File: config.mk
export PLATFORM = sky130hd
export DESIGN_NAME = intr85_ctrl
export DESIGN_NICKNAME = d
export VERILOG_FILES = /design/src/rtl/intr85_pkg.sv /design/src/rtl/intr85_sync_edge.sv /design/src/rtl/intr85_ctrl.sv
export SDC_FILE = /design/constraint.sdc
export NUM_CORES = 1
export LEC_CHECK = 0
export BUFFER_PORTS_ARGS = -buffer_cell sky130_fd_sc_hd__clkbuf_2
export CAP_MARGIN = 5
export CELL_PAD_IN_SITES_DETAIL_PLACEMENT = 0
export CELL_PAD_IN_SITES_GLOBAL_PLACEMENT = 1
export CORE_UTILIZATION = 35
export DETAILED_ROUTE_END_ITERATION = 8
export PLACE_DENSITY = 0.78
export SETUP_SLACK_MARGIN = 0.02
export SYNTH_ARGS = -nofsm -noshare
export SYNTH_HDL_FRONTEND = slang
export SYNTH_SLANG_ARGS = --single-unit
File: constraint.sdc
create_clock -name clk -period 3.3 [get_ports clk]
set_clock_uncertainty 0.1 [all_clocks]
set_input_delay 0.33 -clock clk [delete_from_list [all_inputs] [get_ports clk]]
set_output_delay 0.33 -clock clk [all_outputs]
set_load 0.005 [all_outputs]
File: src/rtl/intr85_pkg.sv
// Shared constants for the core85 interrupt controller: source codes, restart
// vectors, SIM/RIM bit positions and pin indices.
package intr85_pkg;

  typedef enum logic [2:0] {
    SRC_NONE = 3'd0,
    SRC_TRAP = 3'd1,
    SRC_R75  = 3'd2,
    SRC_R65  = 3'd3,
    SRC_R55  = 3'd4,
    SRC_INTR = 3'd5
  } src_e;

  localparam logic [15:0] VEC_TRAP = 16'h0024;
  localparam logic [15:0] VEC_R75  = 16'h003C;
  localparam logic [15:0] VEC_R65  = 16'h0034;
  localparam logic [15:0] VEC_R55  = 16'h002C;

  localparam int unsigned SIM_SOD = 7;
  localparam int unsigned SIM_SOE = 6;
  localparam int unsigned SIM_R75 = 4;
  localparam int unsigned SIM_MSE = 3;
  localparam int unsigned SIM_M75 = 2;
  localparam int unsigned SIM_M65 = 1;
  localparam int unsigned SIM_M55 = 0;

  localparam int unsigned RIM_SID = 7;
  localparam int unsigned RIM_I75 = 6;
  localparam int unsigned RIM_I65 = 5;
  localparam int unsigned RIM_I55 = 4;
  localparam int unsigned RIM_IE  = 3;

  localparam int unsigned PIN_TRAP = 0;
  localparam int unsigned PIN_R75  = 1;
  localparam int unsigned PIN_R65  = 2;
  localparam int unsigned PIN_R55  = 3;
  localparam int unsigned PIN_INTR = 4;
  localparam int unsigned PIN_SID  = 5;
  localparam int unsigned NUM_PINS = 6;

  function automatic logic [15:0] src_vec(input src_e src);
    case (src)
      SRC_TRAP: src_vec = VEC_TRAP;
      SRC_R75:  src_vec = VEC_R75;
      SRC_R65:  src_vec = VEC_R65;
      SRC_R55:  src_vec = VEC_R55;
      default:  src_vec = 16'h0000;
    endcase
  endfunction

endpackage

File: src/rtl/intr85_sync_edge.sv
// Multi-flop synchroniser for one asynchronous pin, with a one-cycle pulse on
// each synchronised rising edge.
module intr85_sync_edge #(
  parameter int unsigned SYNCSTG = 2
) (
  input  logic clk,
  input  logic rst,
  input  logic d_i,
  output logic level_o,
  output logic rise_o
);

  logic [SYNCSTG-1:0] sync_q;
  logic               prev_q;

  always_ff @(posedge clk or posedge rst) begin
    if (rst) begin
      sync_q <= '0;
      prev_q <= 1'b0;
    end else begin
      sync_q[0] <= d_i;
      for (int i = 1; i < int'(SYNCSTG); i++) begin
        sync_q[i] <= sync_q[i-1];
      end
      prev_q <= sync_q[SYNCSTG-1];
    end
  end

  assign level_o = sync_q[SYNCSTG-1];
  assign rise_o  = sync_q[SYNCSTG-1] & ~prev_q;

endmodule

File: src/rtl/intr85_ctrl.sv
// 8085-style interrupt controller: pin synchronisation, SIM masks, IE with
// one-instruction EI delay, fixed priority and RIM status.
module intr85_ctrl
  import intr85_pkg::*;
#(
  parameter int unsigned VECSIZE = 16,
  parameter int unsigned SYNCSTG = 2
) (
  input  logic               clk,
  input  logic               rst,
  input  logic               trap,
  input  logic               rst75,
  input  logic               rst65,
  input  logic               rst55,
  input  logic               intr,
  input  logic               sid,
  input  logic               inst_end,
  input  logic               int_ack,
  input  logic               ei_set,
  input  logic               di_set,
  input  logic               sim_wr,
  input  logic [7:0]         sim_data,
  output logic               int_req,
  output logic [2:0]         int_src,
  output logic [VECSIZE-1:0] int_vec,
  output logic [7:0]         rim_data,
  output logic               sod
);

  logic [NUM_PINS-1:0] pins;
  logic [NUM_PINS-1:0] lvl;
  logic [NUM_PINS-1:0] rise;

  assign pins = {sid, intr, rst55, rst65, rst75, trap};

  for (genvar g = 0; g < int'(NUM_PINS); g++) begin : g_sync
    intr85_sync_edge #(.SYNCSTG(SYNCSTG)) u_sync (
      .clk     (clk),
      .rst     (rst),
      .d_i     (pins[g]),
      .level_o (lvl[g]),
      .rise_o  (rise[g])
    );
  end

  logic       ie_q, ie_d;
  logic       arm_q, arm_d;
  logic [2:0] mask_q, mask_d;
  logic       trap_lat_q, trap_lat_d;
  logic       r75_lat_q, r75_lat_d;
  logic       ie_saved_q, ie_saved_d;
  logic       show_saved_q, show_saved_d;
  logic       sod_q, sod_d;

  logic       ie_eff_c;
  logic       ack_c;
  src_e       src_c;
  logic       unused_c;

  assign unused_c = ^{rise[PIN_SID], rise[PIN_INTR], rise[PIN_R55], rise[PIN_R65],
                      sim_data[5]};

  always_ff @(posedge clk or posedge rst) begin
    if (rst) begin
      ie_q         <= 1'b0;
      arm_q        <= 1'b0;
      mask_q       <= 3'b111;
      trap_lat_q   <= 1'b0;
      r75_lat_q    <= 1'b0;
      ie_saved_q   <= 1'b0;
      show_saved_q <= 1'b0;
      sod_q        <= 1'b0;
    end else begin
      ie_q         <= ie_d;
      arm_q        <= arm_d;
      mask_q       <= mask_d;
      trap_lat_q   <= trap_lat_d;
      r75_lat_q    <= r75_lat_d;
      ie_saved_q   <= ie_saved_d;
      show_saved_q <= show_saved_d;
      sod_q        <= sod_d;
    end
  end

  // Fixed priority; TRAP bypasses IE and masks.
  always_comb begin
    src_c    = SRC_NONE;
    ie_eff_c = ie_q | arm_q;
    if (trap_lat_q && lvl[PIN_TRAP])                        src_c = SRC_TRAP;
    else if (ie_eff_c && r75_lat_q && !mask_q[SIM_M75])     src_c = SRC_R75;
    else if (ie_eff_c && lvl[PIN_R65] && !mask_q[SIM_M65])  src_c = SRC_R65;
    else if (ie_eff_c && lvl[PIN_R55] && !mask_q[SIM_M55])  src_c = SRC_R55;
    else if (ie_eff_c && lvl[PIN_INTR])                     src_c = SRC_INTR;
  end

  assign ack_c = int_ack & inst_end;

  // Later assignments take precedence: DI over EI, acknowledge over EI,
  // a new RST7.5 edge over any clear of its latch.
  always_comb begin
    ie_d         = ie_q;
    arm_d        = arm_q;
    mask_d       = mask_q;
    trap_lat_d   = trap_lat_q;
    r75_lat_d    = r75_lat_q;
    ie_saved_d   = ie_saved_q;
    show_saved_d = show_saved_q;
    sod_d        = sod_q;

    if (inst_end && arm_q) begin
      ie_d  = 1'b1;
      arm_d = 1'b0;
    end
    if (ei_set) begin
      arm_d        = 1'b1;
      show_saved_d = 1'b0;
    end
    if (di_set) begin
      ie_d         = 1'b0;
      arm_d        = 1'b0;
      show_saved_d = 1'b0;
    end
    if (ack_c) begin
      ie_d  = 1'b0;
      arm_d = 1'b0;
      if (src_c == SRC_TRAP) begin
        trap_lat_d   = 1'b0;
        ie_saved_d   = ie_q;
        show_saved_d = 1'b1;
      end else begin
        show_saved_d = 1'b0;
      end
      if (src_c == SRC_R75) r75_lat_d = 1'b0;
    end
    if (sim_wr) begin
      if (sim_data[SIM_R75]) r75_lat_d = 1'b0;
      if (sim_data[SIM_MSE]) mask_d = sim_data[2:0];
      if (sim_data[SIM_SOE]) sod_d = sim_data[SIM_SOD];
    end
    if (rise[PIN_R75])  r75_lat_d  = 1'b1;
    if (rise[PIN_TRAP]) trap_lat_d = 1'b1;
  end

  assign int_req = (src_c != SRC_NONE);
  assign int_src = 3'(src_c);
  assign int_vec = VECSIZE'(src_vec(src_c));
  assign sod     = sod_q;

  always_comb begin
    rim_data          = {5'b0, mask_q};
    rim_data[RIM_SID] = lvl[PIN_SID];
    rim_data[RIM_I75] = r75_lat_q;
    rim_data[RIM_I65] = lvl[PIN_R65];
    rim_data[RIM_I55] = lvl[PIN_R55];
    rim_data[RIM_IE]  = show_saved_q ? ie_saved_q : ie_q;
  end

endmodule

### After elaboration in Yosys (flattened, before gate mapping)

Index checks and enable logic that the tools add are counted.

| word-level totals | value |
|---|---|
| bits in registers | 24 |
| input port bits | 21 |
| logic and storage cells | 74 |

| cells by class | value |
|---|---|
| eq/ne operators | 4 |
| multiplexer cells | 26 |
| bitwise gates (word level) | 6 |
| reductions and logical operators | 22 |

Operators with widths:

| cell | count |
|---|---|
| $pmux 6 s4 | 1 |
| $mux 1 | 20 |
| $mux 3 | 5 |
| $logic_and 1x1->1 | 9 |
| $reduce_bool 3->1 | 3 |
| $reduce_and 2->1 | 4 |
| $eq 3x2->1 const B | 2 |
| $reduce_bool 2->1 | 2 |
| $reduce_bool 4->1 | 1 |
| $and 1x1->1 | 3 |
| $eq 3x1->1 const B | 1 |
| $eq 3x3->1 const B | 1 |
| $logic_not 1->1 | 3 |
| $not 1->1 | 2 |
| $or 1x1->1 | 1 |

### Logic depth before layout (Yosys ltp)

Gate-level depths: netlist of the first run.

| logic depth | value |
|---|---|
| word-level depth | 13 |
| mapped depth | 4 |
| depth with buffers taken out | 3 |

### Cells and area by module

A second synthesis of the first run with hierarchy kept.

| second synthesis, totals | value |
|---|---|
| cells, all modules | 101 |
| area total of the unflattened synthesis | 1232.4 um2 |

By module, submodules not included:

| module | times used | cells each | area an instance (um2) |
|---|---|---|---|
| intr85_ctrl | 1 | 71 | 676.9 |
| intr85_sync_edge | 6 | 5 | 92.6 |

### Least setup slack after synthesis of the first run

No wires, ideal clock.

| path | value |
|---|---|
| kind | register to output |
| start point | register mask_q[2] |
| end point | output int_vec[5] |
| arrival time | 1.080 ns |
| data required time | 2.870 ns |
| setup slack | 1.790 ns |
| stages on the path, launching flop included | 5 |
| path buffers | 1 |
| path through | dfstp_2 > nor2b_2 > nor3_1 > o21ai_0 > buf_4 |

| on the way | value |
|---|---|
| word-level cells in the longest chain between the ends | 6 |
| elaborated cells between the ends (all ways) | 9 |
| classes of those cells | eq/ne (4); mux (3); reduce/logical (2) |

Ends and longest elaborated chain:

| what | RTL line | RTL |
|---|---|---|
| start: declaration | intr85_ctrl.sv:48 | `logic [2:0] mask_q, mask_d;` |
| start signal: assignment | intr85_ctrl.sv:76 | `mask_q <= mask_d;` |
| $logic_not 1->1 * | intr85_ctrl.sv:90 | `else if (ie_eff_c && r75_lat_q && !mask_q[SIM_M75]) src_c = SRC_R75;` |
| $logic_and 1x1->1 * | intr85_ctrl.sv:90 |  |
| $mux 3 * | intr85_ctrl.sv:90 |  |
| $mux 3 * | intr85_ctrl.sv:89 | `if (trap_lat_q && lvl[PIN_TRAP]) src_c = SRC_TRAP;` |
| $eq 3x3->1, or another cell as far along | intr85_pkg.sv:42 | `case (src)` |
| $pmux 6 s4 * | intr85_pkg.sv:42 |  |
| end: declaration | intr85_ctrl.sv:25 | `output logic [VECSIZE-1:0] int_vec,` |

Mark *: on every way between the ends. The rest lies on a longest branch, timed or not.

### Worst setup path after layout of the first run

| path | value |
|---|---|
| start point | register mask_q[2] |
| end point | output int_req |

| on the way | value |
|---|---|
| word-level cells in the longest chain between the ends | 5 |

Ends and longest elaborated chain:

| what | RTL line | RTL |
|---|---|---|
| $logic_not 1->1 | intr85_ctrl.sv:90 |  |
| $logic_and 1x1->1 | intr85_ctrl.sv:90 |  |
| $mux 3 | intr85_ctrl.sv:90 |  |
| $mux 3 | intr85_ctrl.sv:89 |  |
| $reduce_bool 3->1 | intr85_ctrl.sv:144 | `assign int_req = (src_c != SRC_NONE);` |
| end: declaration | intr85_ctrl.sv:23 | `output logic int_req,` |

Every way passes these cells.

==> results of run 1 <==
-- path summary, 6_finish.rpt --
path,cells after the start,endpoint,from,slack (ps)
worst max-delay path,4,int_req,mask_q[2],1300
worst min-delay path,1,g_sync[0].u_sync.sync_q[0],trap,20
worst max register to register,3,r75_lat_q,g_sync[0].u_sync.sync_q[1],2070
worst min register to register,0,g_sync[5].u_sync.sync_q[1],g_sync[5].u_sync.sync_q[0],260
max in group asynchronous,2,g_sync[4].u_sync.sync_q[0],rst,2510
min in group asynchronous,2,g_sync[1].u_sync.sync_q[0],rst,60
-- area by class of cell --
| type | count | share of cell area |
|---|---|---|
| Timing Repair Buffer | 37 | 0.154 |
| Sequential cell | 24 | 0.490 |
| Multi-Input combinational cell | 55 | 0.282 |
| Clock buffer | 4 | 0.0294 |
| Tap cell | 31 | 0.0315 |
| Inverter | 4 | 0.0122 |
-- power by group through the flow --
stage | clock (mW) | combinational (mW) | sequential [mW]
after floorplan | 0 | 0.0736 | 0.338
after global placement | 0 | 0.0978 | 0.340
after detailed placement | 0 | 0.100 | 0.341
after CTS | 0.154 | 0.101 | 0.335
after global routing | 0.165 | 0.113 | 0.338
final | 0.149 | 0.0997 | 0.335
-- stage by stage --
stage / hold WS (ps) / cells / total power [mW] / worst slack (ps)
2_1_floorplan: 231 / 100 / 0.412 / 1790
4_1_cts: 12.8 / 154 / 0.590 / 1280
5_1_grt: 2.07 / 155 / 0.616 / 1170
6_report: 20.8 / 155 / 0.583 / 1300
3_3_place_gp: 232 / 150 / 0.437 / 1670
3_5_place_dp: 238 / 150 / 0.441 / 1640
-- worst reg2reg max path: stages (launching register included) --
cell	delay [ps]
dfrtp_1	440
o2bb2ai_1	220
o311ai_1	250
o21ai_1	100
-- synthesized netlist by cell type --
master / n / area (sq um)
a211oi_1: 2 / 15.0
a21oi_1: 2 / 10.0
buf_4: 17 / 128
conb_1: 1 / 3.75
dfrtp_1: 21 / 526
dfstp_2: 3 / 78.8
inv_1: 4 / 15.0
mux2_2: 6 / 67.6
nand2_1: 6 / 22.5
nand2b_1: 1 / 6.26
nand4_1: 1 / 6.26
nand4bb_1: 1 / 11.3
nor2_1: 6 / 22.5
nor2b_2: 3 / 26.3
nor3_1: 1 / 5.00
nor4_1: 1 / 6.26
nor4_4: 1 / 21.3
o21ai_0: 3 / 15.0
o21ai_1: 2 / 10.0
o21ba_1: 1 / 10.0
o21bai_1: 2 / 15.0
o221ai_1: 1 / 8.76
o2bb2ai_1: 1 / 8.76
o311ai_1: 1 / 8.76
or2_1: 1 / 6.26
-- routing by layer --
metal / part of all wire / up-vias / GRT usage
met5: 0 / - / 0
met4: 0.0083 / 0 / 0.0592
met3: 0.086 / 2 / 0.0300
met2: 0.49 / 34 / 0.187
met1: 0.41 / 331 / 0.128
li1: - / 347 / -
-- what timing repair did --
item,4_1_cts,5_1_grt
hold buffers,0,1
endpoints found under the hold margin,0,1
setup buffers,0,0
-- cell families (layout without fill, tap and decap cells) --
family,after synthesis,count (layout),share of synthesized area
flops,24,24,0.574
simple gates,22,22,0.127
buf+inv,21,45,0.135
compound gates,15,15,0.0962
mux,6,6,0.0641
other cells,1,12,0.00356
==> results.sh, run 1 <==
export IMPL_worst_path_dominant_cell_family="flip-flops"
export IMPL_clock_power_share=0.255
export IMPL_syn_inst=89
export IMPL_die_x_um=56.9
export IMPL_clock_path_buffers=2
export IMPL_cts_root_buf="clkbuf_4"
export IMPL_numCtsBuffers=3
export IMPL_pwr_share_comb=0.171
export IMPL_final_hold_viol_count=0
export IMPL_maxSlewHeadroom=0.428
export IMPL_cts_resized_gates=0
export IMPL_wl_um=1680
export IMPL_synthDistinctLibCells=25
export IMPL_area_growth_pct=17.0
export IMPL_largest_register="g_sync.u_sync.sync_q"
export IMPL_clkLatencyLatePin_ps=300
export IMPL_wire_per_inst_um=10.8
export IMPL_switching_share=0.253
export IMPL_syn_cell_area_sq_um=1050
export IMPL_maxSlewViolCount=0
export IMPL_cts_clk_slew_worst_paths_ps=130
export IMPL_crit_buf_inv=1
export IMPL_start_util=0.376
export IMPL_ant_nets=0
export IMPL_yosysWarnings=0
export IMPL_fin_util=0.439
export IMPL_syn_area_per_cell_sq_um=11.8
export IMPL_end_kind="output port"
export IMPL_io_buffers=36
export IMPL_crit_arrival_ps=1570
export IMPL_fillCellCount=266
export IMPL_clkSinkCount=24
export IMPL_antenna_found_initial=0
export IMPL_report_final_setup_viol=0
export IMPL_drt_first_pass_iters=8
export IMPL_slowest_stage="dfstp_2"
export IMPL_p_leak_nw=0.625
export IMPL_grt_pass1_vias=687
export IMPL_drtIter0Drc=26
export IMPL_fin_crit_sh=0.606
export IMPL_core_area_sq_um=2810
export IMPL_drc=12
export IMPL_status="finished, violations left"
export IMPL_p_int_uw=436
export IMPL_finalInstanceArea_sq_um=1230
export IMPL_powerDensity_nw_per_um2=473
export IMPL_core_rowCount=19
export IMPL_grt_max_degree=25
export IMPL_antenna_cells=0
export IMPL_io_pins=50
export IMPL_grt_pass1_wl_um=2750
export IMPL_layout_common_cells="36 x clkbuf_2, 21 x dfrtp_1, 12 x conb_1"
export IMPL_max_freq_mhz=500
export IMPL_grt_total_usage=0.111
export IMPL_die_area_sq_um=3230
export IMPL_place_area_sq_um=1190
export IMPL_ys_seq_area_frac=0.574
export IMPL_finalCriticalPeriod_ps=2000
export IMPL_overflow=0
export IMPL_critPathMaxFanout=6
export IMPL_critPathKind="reg2out"
export IMPL_cp_required_ps=2870
export IMPL_ff_latch_area_sq_um=604
export IMPL_min_path_type="in2reg"
export IMPL_final_nets=146
export IMPL_tritoncts="yes"
export IMPL_final_setup_tns_ps=0
export IMPL_final_common_cell="clkbuf_2"
export IMPL_ys_seq_elements=24
export IMPL_h_tree_depth=1
export IMPL_place_congestion=0.703
export IMPL_share_seq_of_total_power=0.574
export IMPL_vdd_drop_max_mv=0.245
export IMPL_start_kind="flop"
export IMPL_rsz0062_at_grt="no"
export IMPL_place_hpwl_um=1340
export IMPL_path_cells="nor2b_2 -> or2_1 -> o221ai_1 -> clkbuf_2"
export IMPL_die_height_um=56.9
export IMPL_largest_register_ffs=12
export IMPL_violations="design-rule violations"
export IMPL_tightest_slew_ps=857
export IMPL_switching_power_uw=148
export IMPL_drive_gt1_frac=0.427
export IMPL_max_cap_violations=0
export IMPL_slowest_delay_ps=590
export IMPL_multi_input_area_sq_um=348
export IMPL_vias=714
export IMPL_reg_top3="g_sync.u_sync.sync_q: 12 flops, mask_q: 3 flops, g_sync.u_sync.prev_q: 2 flops"
export IMPL_routed_via_density=4.61
Note: power is estimated with default switching activity, not from simulation.
==> run 2: changes to the inputs <==
--- a/config.mk
+++ b/config.mk
@@ -5,13 +5,14 @@
 export SDC_FILE = /design/constraint.sdc
 export NUM_CORES = 1
 export LEC_CHECK = 0
+export ABC_AREA = 1
 export BUFFER_PORTS_ARGS = -buffer_cell sky130_fd_sc_hd__clkbuf_2
 export CAP_MARGIN = 5
 export CELL_PAD_IN_SITES_DETAIL_PLACEMENT = 0
 export CELL_PAD_IN_SITES_GLOBAL_PLACEMENT = 1
-export CORE_UTILIZATION = 35
+export CORE_UTILIZATION = 29
 export DETAILED_ROUTE_END_ITERATION = 8
-export PLACE_DENSITY = 0.78
+export PLACE_DENSITY = 0.71
 export SETUP_SLACK_MARGIN = 0.02
 export SYNTH_ARGS = -nofsm -noshare
 export SYNTH_HDL_FRONTEND = slang
==> constraint.sdc (replaced) <==
create_clock -name clk -period 1.7 [get_ports clk]
set_clock_uncertainty 0.1 [all_clocks]
set_input_delay 0.17 -clock clk [delete_from_list [all_inputs] [get_ports clk]]
set_output_delay 0.17 -clock clk [all_outputs]
set_load 0.005 [all_outputs]
==> run 2 against run 1 <==
The run ends with negative setup slack left. Combinational power rose to 2.7 times the previous value. Global-route usage up 0.33 points. Wire length up 18%. Area after synthesis down 0.36%. Critical path type unchanged. Largest cell class unchanged. Largest power group unchanged. Highest routed layer unchanged.
==> results.sh, run 2 <==
export IMPL_path_cells="nand2_4 -> inv_2 -> nor2_2 -> nand2_4 -> buf_4 -> a21oi_2 -> clkbuf_2"
export IMPL_powerDensity_nw_per_um2=799
export IMPL_clock_path_buffers=2
export IMPL_final_common_cell="clkbuf_2"
export IMPL_place_hpwl_um=1350
export IMPL_synthDistinctLibCells=22
export IMPL_die_x_um=62.2
export IMPL_slowest_delay_ps=450
export IMPL_fin_util=0.446
export IMPL_layout_common_cells="36 x clkbuf_2, 21 x dfrtp_1, 13 x dlygate4sd3_1"
export IMPL_r2r_end="sod"
export IMPL_synthTopCellsByCount="21 x dfrtp_1, 17 x buf_4, 11 x inv_1, 11 x nor2_1, 9 x nand2_1"
export IMPL_critPathMaxFanout=3
export IMPL_final_setup_tns_ps=-34.2
export IMPL_overflow=0
export IMPL_crit_arrival_ps=1460
export IMPL_die_height_um=62.2
export IMPL_fillCellCount=330
export IMPL_setup_ws_ps=-25.9
export IMPL_ant_nets=0
export IMPL_synth_most_common_cell="dfrtp_1"
export IMPL_core_rowCount=21
export IMPL_place_congestion=0.666
export IMPL_syn_cell_area_sq_um=1050
export IMPL_drive_gt1_frac=0.500
export IMPL_report_final_setup_viol=3
export IMPL_switching_share=0.262
export IMPL_slowest_stage="dfrtp_1"
export IMPL_reg_top3="g_sync.u_sync.sync_q: 12 flops, mask_q: 3 flops, g_sync.u_sync.prev_q: 2 flops"
export IMPL_p_int_uw=892
export IMPL_clkSinkCount=24
export IMPL_pwr_share_comb=0.225
export IMPL_largest_register="g_sync.u_sync.sync_q"
export IMPL_r2r_start="sod"
export IMPL_io_pins=50
export IMPL_drc=0
export IMPL_synth_top_cell_area_share=0.501
export IMPL_end_kind="output port"
export IMPL_vias=839
export IMPL_clkLatencyLatePin_ps=300
export IMPL_switching_power_uw=317
export IMPL_reg2reg_slack_ps=390
export IMPL_async_flop_share=1.00
export IMPL_max_freq_mhz=579
export IMPL_share_seq_of_total_power=0.537
export IMPL_status="finished, violations left"
export IMPL_max_cap_violations=0
export IMPL_syn_inst=104
export IMPL_fin_crit_sh=1.02
export IMPL_final_hold_viol_count=0
export IMPL_tritoncts="yes"
export IMPL_dpl_worst_slack_ps=264
export IMPL_total_power_mw=1.21
export IMPL_area_growth_pct=44.1
export IMPL_maxSlewViolCount=0
export IMPL_grt_max_degree=25
export IMPL_ys_seq_area_frac=0.576
export IMPL_whs_path_depth=4
export IMPL_core_area_sq_um=3390
export IMPL_critPathLaunch="g_sync[0].u_sync.sync_q[1]"
export IMPL_drt_first_pass_iters=4
export IMPL_synthFlopType="dfrtp_1"
export IMPL_h_tree_depth=1
export IMPL_grt_pass1_vias=869
export IMPL_routed_via_density=4.03
export IMPL_clock_power_share=0.238
export IMPL_drtIter0Drc=12
export IMPL_start_kind="flop"
export IMPL_wl_um=1990
export IMPL_wire_per_inst_um=9.55
export IMPL_antenna_cells=0
export IMPL_grt_total_usage=0.114
export IMPL_cts_clk_slew_worst_paths_ps=120
export IMPL_endpoint="int_vec[3]"
export IMPL_rr_worst_depth=3
export IMPL_finalCriticalPeriod_ps=1730
export IMPL_cp_required_ps=1430
export IMPL_p_leak_nw=0.817
export IMPL_numCtsBuffers=3
export IMPL_largest_register_ffs=12
export IMPL_final_nets=184
export IMPL_min_path_type="in2reg"
export IMPL_io_buffers=36
export IMPL_ys_seq_elements=24
export IMPL_violations="negative setup slack"
export IMPL_vdd_drop_max_mv=0.508
export IMPL_grt_pass1_wl_um=3530
export IMPL_antenna_found_initial=0
export IMPL_yosys_area_top_type="dfrtp_1"
export IMPL_synthTopCellsByArea="dfrtp_1 50%, buf_4 12%, dfstp_2 7.5%, inv_1 3.9%, nor2_1 3.9%"
export IMPL_synth_edf_count=0
export IMPL_rsz0062_at_grt="yes"
export IMPL_die_area_sq_um=3860
export IMPL_cts_root_buf="clkbuf_4"
export IMPL_crit_top_cell="nand2_4"
export IMPL_syn_area_per_cell_sq_um=10.1
export IMPL_worstHoldStart="sim_data[4]"
export IMPL_critPathKind="reg2out"
export IMPL_start_util=0.310
export IMPL_yosysWarnings=0
run 2: what timing repair did:
action | CTS | global route
gates resized for setup | 9 | 8
pin swaps | 7 | 8
cloned | 0 | 0
hold buffers | 13 | 0
hold endpoints to repair | 32 | 0
buffers inserted | 8 | 2
endpoints found under the setup margin | 5 | 8
run 2: area by class of cell:
type | instances | area (sq um) | share of cell area
Inverter | 14 | 52.6 | 0.0347
Sequential cell | 24 | 604 | 0.400
Tap cell | 46 | 57.6 | 0.0380
Timing Repair Buffer | 60 | 393 | 0.260
Multi-Input combinational cell | 60 | 369 | 0.244
Clock buffer | 4 | 36.3 | 0.0240
run 2: how the worst min path moves through the flow:
stage,slack [ps],to
2_1_floorplan,80,arm_q
3_3_place_gp,100,g_sync[0].u_sync.sync_q[0]
3_5_place_dp,110,g_sync[0].u_sync.sync_q[0]
4_1_cts,10,r75_lat_q
5_1_grt,30,r75_lat_q
6_report,30,r75_lat_q
run 2: cell families (layout without fill, tap and decap cells):
family | count (synthesis) | after routing | synth area share
and+or+nand+nor | 33 | 33 | 0.155
other | 1 | 12 | 0.00357
DFF | 24 | 24 | 0.576
muxes | 2 | 2 | 0.0215
buffers and inverters | 31 | 78 | 0.172
AOI/OAI and AO/OA | 13 | 13 | 0.0727
run 2: power groups by stage:
stage	Clock, mW	Sequential (mW)	Combinational [mW]
global placement	0	0.658	0.187
finish	0.288	0.649	0.272
floorplan	0	0.655	0.139
detailed placement	0	0.659	0.191
CTS	0.303	0.647	0.256
global route	0.327	0.656	0.304
run 2: per-stage QoR:
| stage | std cells | area (sq um) | hold WS [ps] |
|---|---|---|---|
| final | 208 | 1510 | 25.3 |
| after global routing | 208 | 1510 | 25.4 |
| after CTS | 206 | 1470 | 13.9 |
| after detailed placement | 181 | 1210 | 111 |
| after global placement | 181 | 1210 | 102 |
| after floorplan | 115 | 1090 | 82.4 |
run 2: critical path: cells and delay by family, from the launching register on:
kind | cells | cell delay [ps]
flops | 1 | 450
buf+inv | 3 | 290
simple gates | 3 | 290
compound gates | 1 | 110
run 2: per-layer routing:
layer  GRT usage  wire (um)
met5           0          0
met4      0.0378         18
met3      0.0460        172
met2       0.201       1010
met1       0.124        784
